### config.mk
export PLATFORM = sky130hd
export DESIGN_NAME = bicubic_line_ctrl
export DESIGN_NICKNAME = d
export VERILOG_FILES = /design/src/rtl/bicubic_line_ctrl.sv
export SDC_FILE = /design/constraint.sdc
export NUM_CORES = 1
export LEC_CHECK = 0
export BUFFER_PORTS_ARGS = -buffer_cell sky130_fd_sc_hd__buf_2
export CORE_ASPECT_RATIO = 1.5
export CORE_MARGIN = 8
export CORE_UTILIZATION = 27
export CTS_BUF_LIST = sky130_fd_sc_hd__clkbuf_8
export DETAILED_ROUTE_END_ITERATION = 6
export GPL_TIMING_DRIVEN = 0
export PLACE_DENSITY = 0.43
export REMOVE_ABC_BUFFERS = 1
export SYNTH_ARGS = -nofsm -noshare
export SYNTH_HDL_FRONTEND = slang
export SYNTH_SLANG_ARGS = --single-unit
### constraint.sdc
create_clock -name clk -period 11.5 [get_ports clk]
set_clock_uncertainty 0.1 [all_clocks]
set_input_delay 0.575 -clock clk [delete_from_list [all_inputs] [get_ports clk]]
set_output_delay 0.575 -clock clk [all_outputs]
set_load 0.005 [all_outputs]
### src/rtl/bicubic_line_ctrl.sv
// rtl/bicubic_line_ctrl.sv - edge-padding line sequencer and credit-gated result FIFO for the bicubic core (BICUBIC_STALL_CNT_EN adds stall_cnt)
module bicubic_line_ctrl #(
    parameter int LINE_W     = 16,
    parameter int CORE_LAT   = 3,
    parameter int FIFO_DEPTH = 8
) (
    input  logic        clk,
    input  logic        rst,
    input  logic        start,
    input  logic        s_valid,
    output logic        s_ready,
    input  logic [7:0]  s_data,
    output logic        core_act,
    output logic [7:0]  core_in,
    input  logic [7:0]  core_out_0,
    input  logic [7:0]  core_out_1,
    input  logic [7:0]  core_out_2,
    input  logic [7:0]  core_out_3,
    output logic        m_valid,
    input  logic        m_ready,
    output logic [31:0] m_data,
    output logic        m_last,
    output logic        busy,
    output logic        done
`ifdef BICUBIC_STALL_CNT_EN
    ,
    output logic [15:0] stall_cnt
`endif
);

    localparam int J_W = $clog2(LINE_W + 3);
    localparam int R_W = $clog2(LINE_W);
    localparam int A_W = $clog2(FIFO_DEPTH);
    localparam int C_W = A_W + 1;
    localparam int S_W = C_W + 1;
    localparam int F_W = $clog2(CORE_LAT + 1);
    localparam logic [J_W-1:0] J_WARM       = J_W'(3);
    localparam logic [J_W-1:0] J_LAST_PIX   = J_W'(LINE_W);
    localparam logic [J_W-1:0] J_LAST_ISSUE = J_W'(LINE_W + 2);
    localparam logic [R_W-1:0] R_LAST       = R_W'(LINE_W - 1);

    typedef enum logic [2:0] {IDLE, PAD_L, FEED, PAD_R, DRAIN} state_t;

    state_t              state, state_nx;
    logic [J_W-1:0]      j;
    logic [7:0]          last_pix;
    logic [7:0]          core_in_q;
    logic [7:0]          issue_pix;
    logic [CORE_LAT-1:0] vsr;
    logic [F_W-1:0]      inflight;
    logic [31:0]         mem_data [FIFO_DEPTH];
    logic                mem_last [FIFO_DEPTH];
    logic [A_W-1:0]      wr_ptr, rd_ptr;
    logic [C_W-1:0]      fifo_count;
    logic [R_W-1:0]      wr_idx;
    logic                last_acc;
    logic                credit_ok, warm, issue, counted, accept_start, stall;
    logic                fifo_wr, fifo_rd;

    // Number of counted issues still travelling through the core
    always_comb begin
        inflight = '0;
        for (int i = 0; i < CORE_LAT; i++) begin
            inflight = inflight + F_W'(vsr[i]);
        end
    end

    assign credit_ok = ({1'b0, fifo_count} + S_W'(inflight)) < S_W'(FIFO_DEPTH);
    assign warm      = j < J_WARM;

    // Next state, issue decision and handshake outputs
    always_comb begin
        state_nx     = state;
        s_ready      = 1'b0;
        issue        = 1'b0;
        issue_pix    = last_pix;
        stall        = 1'b0;
        done         = 1'b0;
        accept_start = 1'b0;
        case (state)
            IDLE: begin
                if (start) begin
                    accept_start = 1'b1;
                    state_nx     = PAD_L;
                end
            end
            PAD_L: begin
                // Left pad: peek p0 without consuming it
                if (s_valid) begin
                    issue     = 1'b1;
                    issue_pix = s_data;
                    state_nx  = FEED;
                end
            end
            FEED: begin
                s_ready = credit_ok | warm;
                if (s_valid && s_ready) begin
                    issue     = 1'b1;
                    issue_pix = s_data;
                    if (j == J_LAST_PIX) begin
                        state_nx = PAD_R;
                    end
                end else if (s_valid) begin
                    stall = 1'b1;
                end
            end
            PAD_R: begin
                if (credit_ok) begin
                    issue = 1'b1;
                    if (j == J_LAST_ISSUE) begin
                        state_nx = DRAIN;
                    end
                end else begin
                    stall = 1'b1;
                end
            end
            DRAIN: begin
                if (last_acc && inflight == '0 && fifo_count == '0) begin
                    done     = 1'b1;
                    state_nx = IDLE;
                end
            end
            default: state_nx = IDLE;
        endcase
    end

    assign counted  = issue && !warm;
    assign core_act = issue;
    assign core_in  = issue ? issue_pix : core_in_q;
    assign busy     = state != IDLE;
    assign fifo_wr  = vsr[CORE_LAT-1];
    assign m_valid  = fifo_count != '0;
    assign fifo_rd  = m_valid && m_ready;
    assign m_data   = m_valid ? mem_data[rd_ptr] : 32'h0;
    assign m_last   = m_valid && mem_last[rd_ptr];

    // Sequencer state, issue index, pad pixel and in-flight tracking
    always_ff @(posedge clk) begin
        if (rst) begin
            state     <= IDLE;
            j         <= '0;
            last_pix  <= 8'h0;
            core_in_q <= 8'h0;
            vsr       <= '0;
            wr_idx    <= '0;
            last_acc  <= 1'b0;
        end else begin
            state     <= state_nx;
            core_in_q <= core_in;
            vsr[0]    <= counted;
            for (int i = 1; i < CORE_LAT; i++) begin
                vsr[i] <= vsr[i-1];
            end
            if (accept_start) begin
                j        <= '0;
                wr_idx   <= '0;
                last_acc <= 1'b0;
            end else begin
                if (issue) begin
                    j        <= j + 1'b1;
                    last_pix <= issue_pix;
                end
                if (fifo_wr) begin
                    wr_idx <= wr_idx + 1'b1;
                end
                if (fifo_rd && m_last) begin
                    last_acc <= 1'b1;
                end
            end
        end
    end

    // Result FIFO storage; the head slot is read before being overwritten
    always_ff @(posedge clk) begin
        if (fifo_wr) begin
            mem_data[wr_ptr] <= {core_out_3, core_out_2, core_out_1, core_out_0};
            mem_last[wr_ptr] <= (wr_idx == R_LAST);
        end
    end

    // Result FIFO pointers and occupancy
    always_ff @(posedge clk) begin
        if (rst) begin
            wr_ptr     <= '0;
            rd_ptr     <= '0;
            fifo_count <= '0;
        end else begin
            if (fifo_wr) begin
                wr_ptr <= wr_ptr + 1'b1;
            end
            if (fifo_rd) begin
                rd_ptr <= rd_ptr + 1'b1;
            end
            case ({fifo_wr, fifo_rd})
                2'b10:   fifo_count <= fifo_count + 1'b1;
                2'b01:   fifo_count <= fifo_count - 1'b1;
                default: fifo_count <= fifo_count;
            endcase
        end
    end

`ifdef BICUBIC_STALL_CNT_EN
    // Saturating count of cycles an issue waited on credit
    always_ff @(posedge clk) begin
        if (rst || accept_start) begin
            stall_cnt <= 16'h0;
        end else if (stall && stall_cnt != 16'hFFFF) begin
            stall_cnt <= stall_cnt + 1'b1;
        end
    end
`endif

endmodule

Word-level counts from Yosys, hierarchy flattened
Memories as Yosys holds them, arrays and structs flattened. A register that Yosys moved wholly into a read port is not among the register bits. Index checks and enable logic that the tools add are counted. Widths: inputs -> output; s select.

Bits in registers: 42. RAM bits: 264. Input port bits: 45. Output and inout port bits: 46. Memories kept: 2.

Add/subtract/negate cells: 9. $lt $le $gt $ge: 2. Equal/unequal tests: 16. Mux-type cells: 29. Bitwise gates (word level): 2. Reductions and logical operators: 17.

Memories: mem_data (words 8, width 32, rd ports 1, clocked after Yosys merged registers in 1, write ports 1, RTL line 51) `logic [31:0] mem_data [FIFO_DEPTH];`; mem_last (words 8, width 1, rd ports 1, clocked after Yosys merged registers in 1, write ports 1, RTL line 52) `logic mem_last [FIFO_DEPTH];`.

Operators by type and width (number): $mux 3 (11); $mux 32 (1); $mux 8 (3); $pmux 8 s2 (1); $pmux 3 s5 (1); $ne 2x2->1 const B (7); $eq 5x5->1 const B (2); $mux 1 (10); $add 4x1->4 const B (2); $pmux 4 s2 (1); $logic_and 1x1->1 (7); $reduce_and 7->1 (1); $add 3x1->3 const B (2); $eq 3x2->1 const B (2); $add 4x2->5 (1); $add 5x1->5 const B (1); $lt 5x2->1 const B (1); $lt 5x4->1 const B (1); $eq 4x4->1 const B (1); $logic_not 4->1 (1); $reduce_bool 4->1 (1); $sub 4x1->4 const B (1); $eq 3x1->1 const B (1); $eq 3x3->1 const B (1); 14 further kinds (14).

Logic depth before layout (Yosys ltp)
Gate-level depths: netlist (run 1).

Depth in word-level cells: 9. Depth in mapped cells: 12.

Least setup slack after synthesis (run 1)
OpenSTA, ideal clock, no wires.

Path type: register to register. From: register vsr[2]. To: memory mem_data[4][0] (enable). Setup time: 0.464 ns. Arrival time: 3.112 ns. Data required time: 10.936 ns. Setup slack: 7.824 ns. Stages on the path, launching flop included: 4. Buffers on the path: 1. Period minus slack after synthesis: 3.676 ns. Cell sequence: dfxtp_1 > clkbuf_1 > nand2_1 > nor3_1.

Cells in the longest elaborated chain, start to end: 2.

RTL lines: start, declared (RTL line 49) `logic [CORE_LAT-1:0] vsr;`; start signal, assigned by index (RTL line 152) `vsr[i] <= vsr[i-1];`; $mux 1 (RTL line 175) `if (fifo_wr) begin`; $mux 1 (not written as such) (RTL line 176) `mem_data[wr_ptr] <= {core_out_3, core_out_2, core_out_1, core_out_0};`; end, declared (RTL line 51).

Every way passes these cells.

Worst setup path after layout (run 1)
From: register vsr[2]. To: output port core_in[2].

Cells in the longest elaborated chain, start to end: 8. Elaborated cells between the ends (all ways): 11. Classes of those cells: 2 x add/sub; 1 x order compare; 6 x mux; 1 x bitwise; 1 x reduce/logical.

RTL lines: $add 2x1->2 * (RTL line 64) `inflight = inflight + F_W'(vsr[i]);`; $add 4x2->5 * (RTL line 68) `assign credit_ok = ({1'b0, fifo_count} + S_W'(inflight)) < S_W'(FIFO_DEPTH);`; $lt 5x4->1 * (RTL line 68); $or 1x1->1 (RTL line 96) `s_ready = credit_ok | warm;`; $logic_and 1x1->1 (RTL line 97) `if (s_valid && s_ready) begin`; $mux 1 / $mux 8 (equally long branches) (RTL line 97); $pmux 1 s3 / $pmux 8 s2 (equally long branches) (RTL line 80) `case (state)`; $mux 8 * (RTL line 129) `assign core_in = issue ? issue_pix : core_in_q;`; end, declared (RTL line 14) `output logic [7:0] core_in,`.

Mark *: on every way between the ends. The rest lies on a longest branch, timed or not.

==> run_results.csv, run 1 <==
group,metric,value,unit
clock_tree,cts_tree,"yes",
floorplan,die_h,278,um
cells_and_area,final_area,0.0146,sq mm
floorplan,rows,96,
global_routing,grt_first_pass_wirelength,43.5,mm
placement,dp_hpwl,16.7,mm
yosys,ys_seq_area_share,71.6,%
clock_tree,cts-buffers-inserted,49,
timing,whs,0.169,ns
timing,rsz0062_at_grt,"no",
timing,fin_crit_sh,35.5,%
cells_and_area,nNetsFinal,869,
floorplan,dieArea,0.0529,sq mm
worst_hold_path,hp-start,"core_out_3[0]",
global_routing,grt.total_usage,10.8,%
cells_and_area,syn2layout_area_growth,18.9,%
yosys,synth_largest_area_cell,"edfxtp_1",
clock_tree,cts_buffer_depth,3,
clock_tree,htreeDepth,2,
worst_setup_path,crit_type,"register to output pin",
cells_and_area,drive_above_1_share,30.8,%
routing,via_per_inst,4.45,
routing,wl_per_cell,19.6,um
yosys,synth_top_area_share,64.3,%
worst_setup_path,rr_startpoint,"fifo_count[0]",
timing,fin_tns_setup,0,ns
yosys,ys.flop_type,"edfxtp_1",
placement,placed_area,0.0138,sq mm
clock_tree,post_cts_resized,0,
routing,final_antenna_net_count,0,
pwr,vdd_drop_max,0.105,mV
global_routing,overflow,0,
clock_tree,numClockSinks,309,
worst_setup_path,crit_path_end_kind,"output pin",
floorplan,dieWidth,190,um
yosys,async_reset_ff_share,0,%
routing,vias,6392,
worst_setup_path,crit_slowest_cell,"a21oi_4",
timing,setup_ws,7.42,ns
flow_run,maxCapViolCount,0,
pwr,p_total,2.33,mW
clock_tree,post-cts-setup-buffer-count,0,
clock_tree,clock_latency,0.57,ns
yosys,synth_edf_count,264,
yosys,synth_seq_cells,309,
global_routing,grt_max_degree,38,
yosys,netlist_top_cells_area,"edfxtp_1, mux4_2, dfxtp_1",
timing,period_minus_slack,4.08,ns
worst_setup_path,cp.arrival,3.41,ns
yosys,yosysWarnings,0,
pwr,leakagePower,4.75,nW
timing,setup_viol_count_final,0,
placement,pre_cts_ws,7.97,ns
global_routing,antenna_found_initial,1,
worst_setup_path,worst_path_largest_cell_delay,0.74,ns
yosys,synthCells,687,
timing,hold_viol_final,0,
worst_setup_path,start_kind,"register",
floorplan,initial_core_util,27.1,%
routing,route.detailed.drc,0,
yosys,netlist-cell-type-count,45,
cells_and_area,final_cells,1437,
placement,port_buffers,90,
floorplan,io_pins,91,
cells_and_area,final_common_cell,"edfxtp_1",
clock_tree,cts_hold_buf,0,
global_routing,grt_pass1_vias,7199,
floorplan,core_area,0.0454,sq mm
routing,firstDrtPassIters,4,
outcome,status,"finished, final reports clean",
timing,tightest_slew,0.835,ns
placement,gp_congestion,0.660,
cells_and_area,final_core_util,32.3,%
pwr,powerDensity,159,mW/mm^2
yosys,avgSynthCellArea,17.9,sq um
worst_setup_path,path_cells,"fa_1, ha_1, a21oi_1, o2111ai_1, a21oi_4, nor2_1, a21oi_1, buf_2",
timing,fmax,245,MHz
cells_and_area,num-fill-cells,4474,
timing,relSlewSlack,44.2,%
routing,wl,28.2,mm
worst_setup_path,cp_max_fo,28,
cells_and_area,final_cell_mix,"edfxtp_1, buf_2, nor2_1, mux4_2, clkbuf_8",
clock_tree,clkTransAtPathRegs,0.06,ns
yosys,synth.cell_area,0.0123,sq mm
clock_tree,cts_root_buf,"clkbuf_8",
worst_setup_path,setup.worst_path.start,"vsr[2]",
placement,post-place-cells,1349,
worst_setup_path,required,10.83,ns
routing,drt-initial-drc-count,215,
worst_hold_path,hp-class,"primary input to register",
worst_setup_path,path_common_cell,"a21oi_1",
timing,final_max_slew_viol_count,0,
## layout make-up
| class | instances | area, sq um | share of cell area, % |
|---|---|---|---|
| multi-input combinational | 328 | 3340 | 22.8 |
| inverter | 12 | 45.0 | 0.307 |
| antenna | 1 | 2.50 | 0.0171 |
| clock buffer | 50 | 688 | 4.70 |
| timing repair buffer | 112 | 800 | 5.46 |
| sequential | 309 | 8840 | 60.3 |
| tap | 588 | 736 | 5.02 |
| clock inverter | 37 | 201 | 1.38 |
## per-layer routing
metal | share of wire [%] | wire [um] | GRT usage, % | vias up
li1 | - | - | - | 2964
met1 | 42 | 11700 | 12.6 | 3255
met2 | 52 | 14600 | 19.2 | 121
met3 | 4.2 | 1190 | 2.28 | 52
met4 | 2.4 | 665 | 3.47 | 0
met5 | 0 | 0 | 0 | -
## registers in the layout, indices dropped and copies added, names as in the netlist, named ones only
| register | count |
|---|---|
| mem_last | 8 |
| j | 5 |
| vsr | 3 |
| mem_data | 256 |
| core_in_q | 8 |
| fifo_count | 4 |
| state | 3 |
| rd_ptr | 3 |
| last_acc | 1 |
| wr_ptr | 3 |
| wr_idx | 4 |
| last_pix | 8 |
## synth_stat cells (4+ instances only)
library cell  count
a211oi_1         11
o21ai_0           4
nand2b_1          4
edfxtp_1        264
mux4_2           66
buf_1             6
dfxtp_1          45
mux2i_1          39
inv_1            11
nand2_1           8
nor2_1           82
xnor2_1           8
a31oi_1           4
ha_1             10
a221oi_1          8
xor2_1            6
o2bb2ai_1         8
nand3_1           4
buf_2            13
clkbuf_1         18
nor2b_1          17
a21oi_1          22
## path summary, 6_finish.rpt
kind         slack (ns)         endpoint  depth (start not counted)
max                7.42       core_in[2]                          8
max reg2reg        8.39    fifo_count[3]                         10
min                0.17  mem_data[0][24]                          1
min reg2reg        0.39           vsr[1]                          1
## power breakdown
group	switching, mW	total [mW]	leakage, nW	internal (mW)
sequential	0.0297	1.27	2.74	1.24
clock	0.429	0.860	0.511	0.431
combinational	0.117	0.202	1.50	0.0856
## cells by family (layout without fill, tap and decap cells)
| kind of cell | Yosys count | in the layout | share of synthesized area (%) |
|---|---|---|---|
| AND/OR/NAND/NOR | 131 | 131 | 5.03 |
| multiplexers | 105 | 105 | 15.2 |
| adder cells (fa/ha/maj) | 12 | 12 | 1.34 |
| buffers and inverters | 50 | 211 | 1.72 |
| flip-flops | 309 | 309 | 71.6 |
| AO/OA/AOI/OAI | 66 | 66 | 4.04 |
| other | 0 | 1 | 0 |
| XOR/XNOR | 14 | 14 | 0.995 |
## critical path, delay by kind of cell, from the launching register on
family                     cells  cell delay, ns
AOI/OAI and AO/OA              4            1.44
adders and majority gates      2            0.66
buffers and inverters          1            0.14
DFF                            1            0.45
and+or+nand+nor                1            0.13
No activity file was read; power rests on OpenSTA's default activity.
==> run 2: changes to the inputs <==
==> constraint.sdc (replaced) <==
create_clock -name clk -period 3.8 [get_ports clk]
set_clock_uncertainty 0.1 [all_clocks]
set_input_delay 0.19 -clock clk [delete_from_list [all_inputs] [get_ports clk]]
set_output_delay 0.19 -clock clk [all_outputs]
set_load 0.005 [all_outputs]
==> run 2 against run 1 <==
  * Non-clock buffer count up 42
  * Largest cell class unchanged
  * Global-route usage up 0.13 points
  * Highest routed layer unchanged
  * Sequential power rose to 3.0 times the previous value
==> run_results.csv, run 2 (same netlist as run 1, synthesis figures left out) <==
group,metric,value,unit
outcome,status,"finished, final reports clean",
worst_setup_path,setup.worst_path.start,"vsr[2]",
cells_and_area,largest_reg_flops,256,
global_routing,overflow,0,
flow_run,maxCapViolCount,0,
clock_tree,clock_latency,0.57,ns
worst_setup_path,required,3.51,ns
clock_tree,cts-buffers-inserted,49,
cells_and_area,final_common_cell,"edfxtp_1",
timing,final_max_slew_viol_count,0,
clock_tree,numClockSinks,309,
worst_setup_path,rr_startpoint,"fifo_count[0]",
timing,period_minus_slack,3.49,ns
cells_and_area,drive_above_1_share,29.6,%
worst_setup_path,r2r_cells,10,
timing,fin_tns_setup,0,ns
routing,vias,6574,
worst_setup_path,start_kind,"register",
clock_tree,cts_root_buf,"clkbuf_8",
placement,port_buffers,90,
clock_tree,cts_buffer_depth,3,
clock_tree,clkTransAtPathRegs,0.07,ns
placement,post-place-cells,1349,
global_routing,grt.total_usage,10.9,%
floorplan,io_pins,91,
worst_setup_path,crit_type,"register to output pin",
global_routing,grt_first_pass_wirelength,44.3,mm
floorplan,die_h,278,um
floorplan,initial_core_util,27.1,%
worst_setup_path,cp_max_fo,14,
floorplan,dieArea,0.0529,sq mm
timing,setup_ws,0.307,ns
timing,relSlewSlack,43.2,%
placement,gp_congestion,0.660,
placement,pre_cts_ws,0.652,ns
floorplan,dieWidth,190,um
pwr,p_total,7.15,mW
global_routing,antenna_found_initial,1,
pwr,powerDensity,473,mW/mm^2
placement,placed_area,0.0138,sq mm
timing,fmax,286,MHz
timing,hold_viol_final,0,
worst_hold_path,hp-class,"primary input to register",
global_routing,grt_max_degree,38,
routing,drt-initial-drc-count,222,
cells_and_area,final_core_util,33.3,%
routing,final_antenna_net_count,0,
placement,dp_hpwl,16.7,mm
routing,firstDrtPassIters,4,
cells_and_area,syn2layout_area_growth,22.5,%
worst_setup_path,worst-r2r-setup-slack,0.70,ns
routing,route.detailed.drc,0,
pwr,leakagePower,4.93,nW
pwr,vdd_drop_max,0.309,mV
timing,fin_crit_sh,91.9,%
worst_setup_path,critPathCapture,"core_in[5]",
cells_and_area,final_cell_mix,"edfxtp_1, buf_2, nor2_1, mux4_2, clkbuf_8",
routing,via_per_inst,4.44,
timing,tightest_slew,0.848,ns
routing,wl_per_cell,19.3,um
worst_setup_path,reg2reg_to,"fifo_count[3]",
global_routing,grt_pass1_vias,7402,
timing,rsz0062_at_grt,"no",
floorplan,core_area,0.0454,sq mm
cells_and_area,final_area,0.0151,sq mm
clock_tree,htreeDepth,2,
floorplan,rows,96,
routing,wl,28.5,mm
cells_and_area,final_cells,1480,
cells_and_area,nNetsFinal,912,
worst_setup_path,crit_path_end_kind,"output pin",
timing,setup_viol_count_final,0,
cells_and_area,top_register,"mem_data",
clock_tree,cts_tree,"yes",
worst_setup_path,cp.arrival,3.20,ns
timing,whs,0.0446,ns
==> run 2: layout make-up <==
cell class	count	area [sq um]
multi-input cells	329	3360
inverters	12	45.0
clock inverters	37	201
fillers	4444	30300
clock buffers	50	688
diodes	1	2.50
repair buffers	154	1230
flip-flops and latches	309	8840
well taps	588	736
==> run 2: routing by layer <==
layer	global-route usage [%]	wire, um	vias to the layer above
met4	3.47	668	0
li1	-	-	3051
met1	12.8	11800	3350
met5	0	0	-
met3	2.29	1190	51
met2	19.5	14800	122
==> run 2: worst min-delay path by stage <==
stage,startpoint,to,slack [ns],cells past startpoint
after detailed placement,core_out_2[4],mem_data[1][20],0.37,1
after CTS,rst,state[2],0.03,2
after floorplan,rst,fifo_count[3],0.16,1
final,rst,last_pix[4],0.04,2
after global placement,core_out_0[0],mem_data[0][0],0.37,1
after global routing,rst,last_pix[3],0.07,2
==> run 2: worst max-delay path: stages, from the launching register on <==
cell	delay (ns)
dfxtp_1	0.45
fa_1	0.45
ha_1	0.21
a21oi_1	0.21
o2111ai_1	0.42
a21oi_4	0.61
a21oi_1	0.12
buf_2	0.15
==> run 2: timing repair <==
action	in CTS	in global routing
endpoints found under the hold margin	273	0
setup buffers	0	1
endpoints found under the setup margin	1	9
gates resized for setup	0	2
gates cloned	1	0
hold buffers	41	0
pin swaps	1	1
==> run 2: report_power, final <==
group | internal, mW | switching, mW
sequential | 3.75 | 0.0918
clock | 1.30 | 1.30
combinational | 0.316 | 0.383
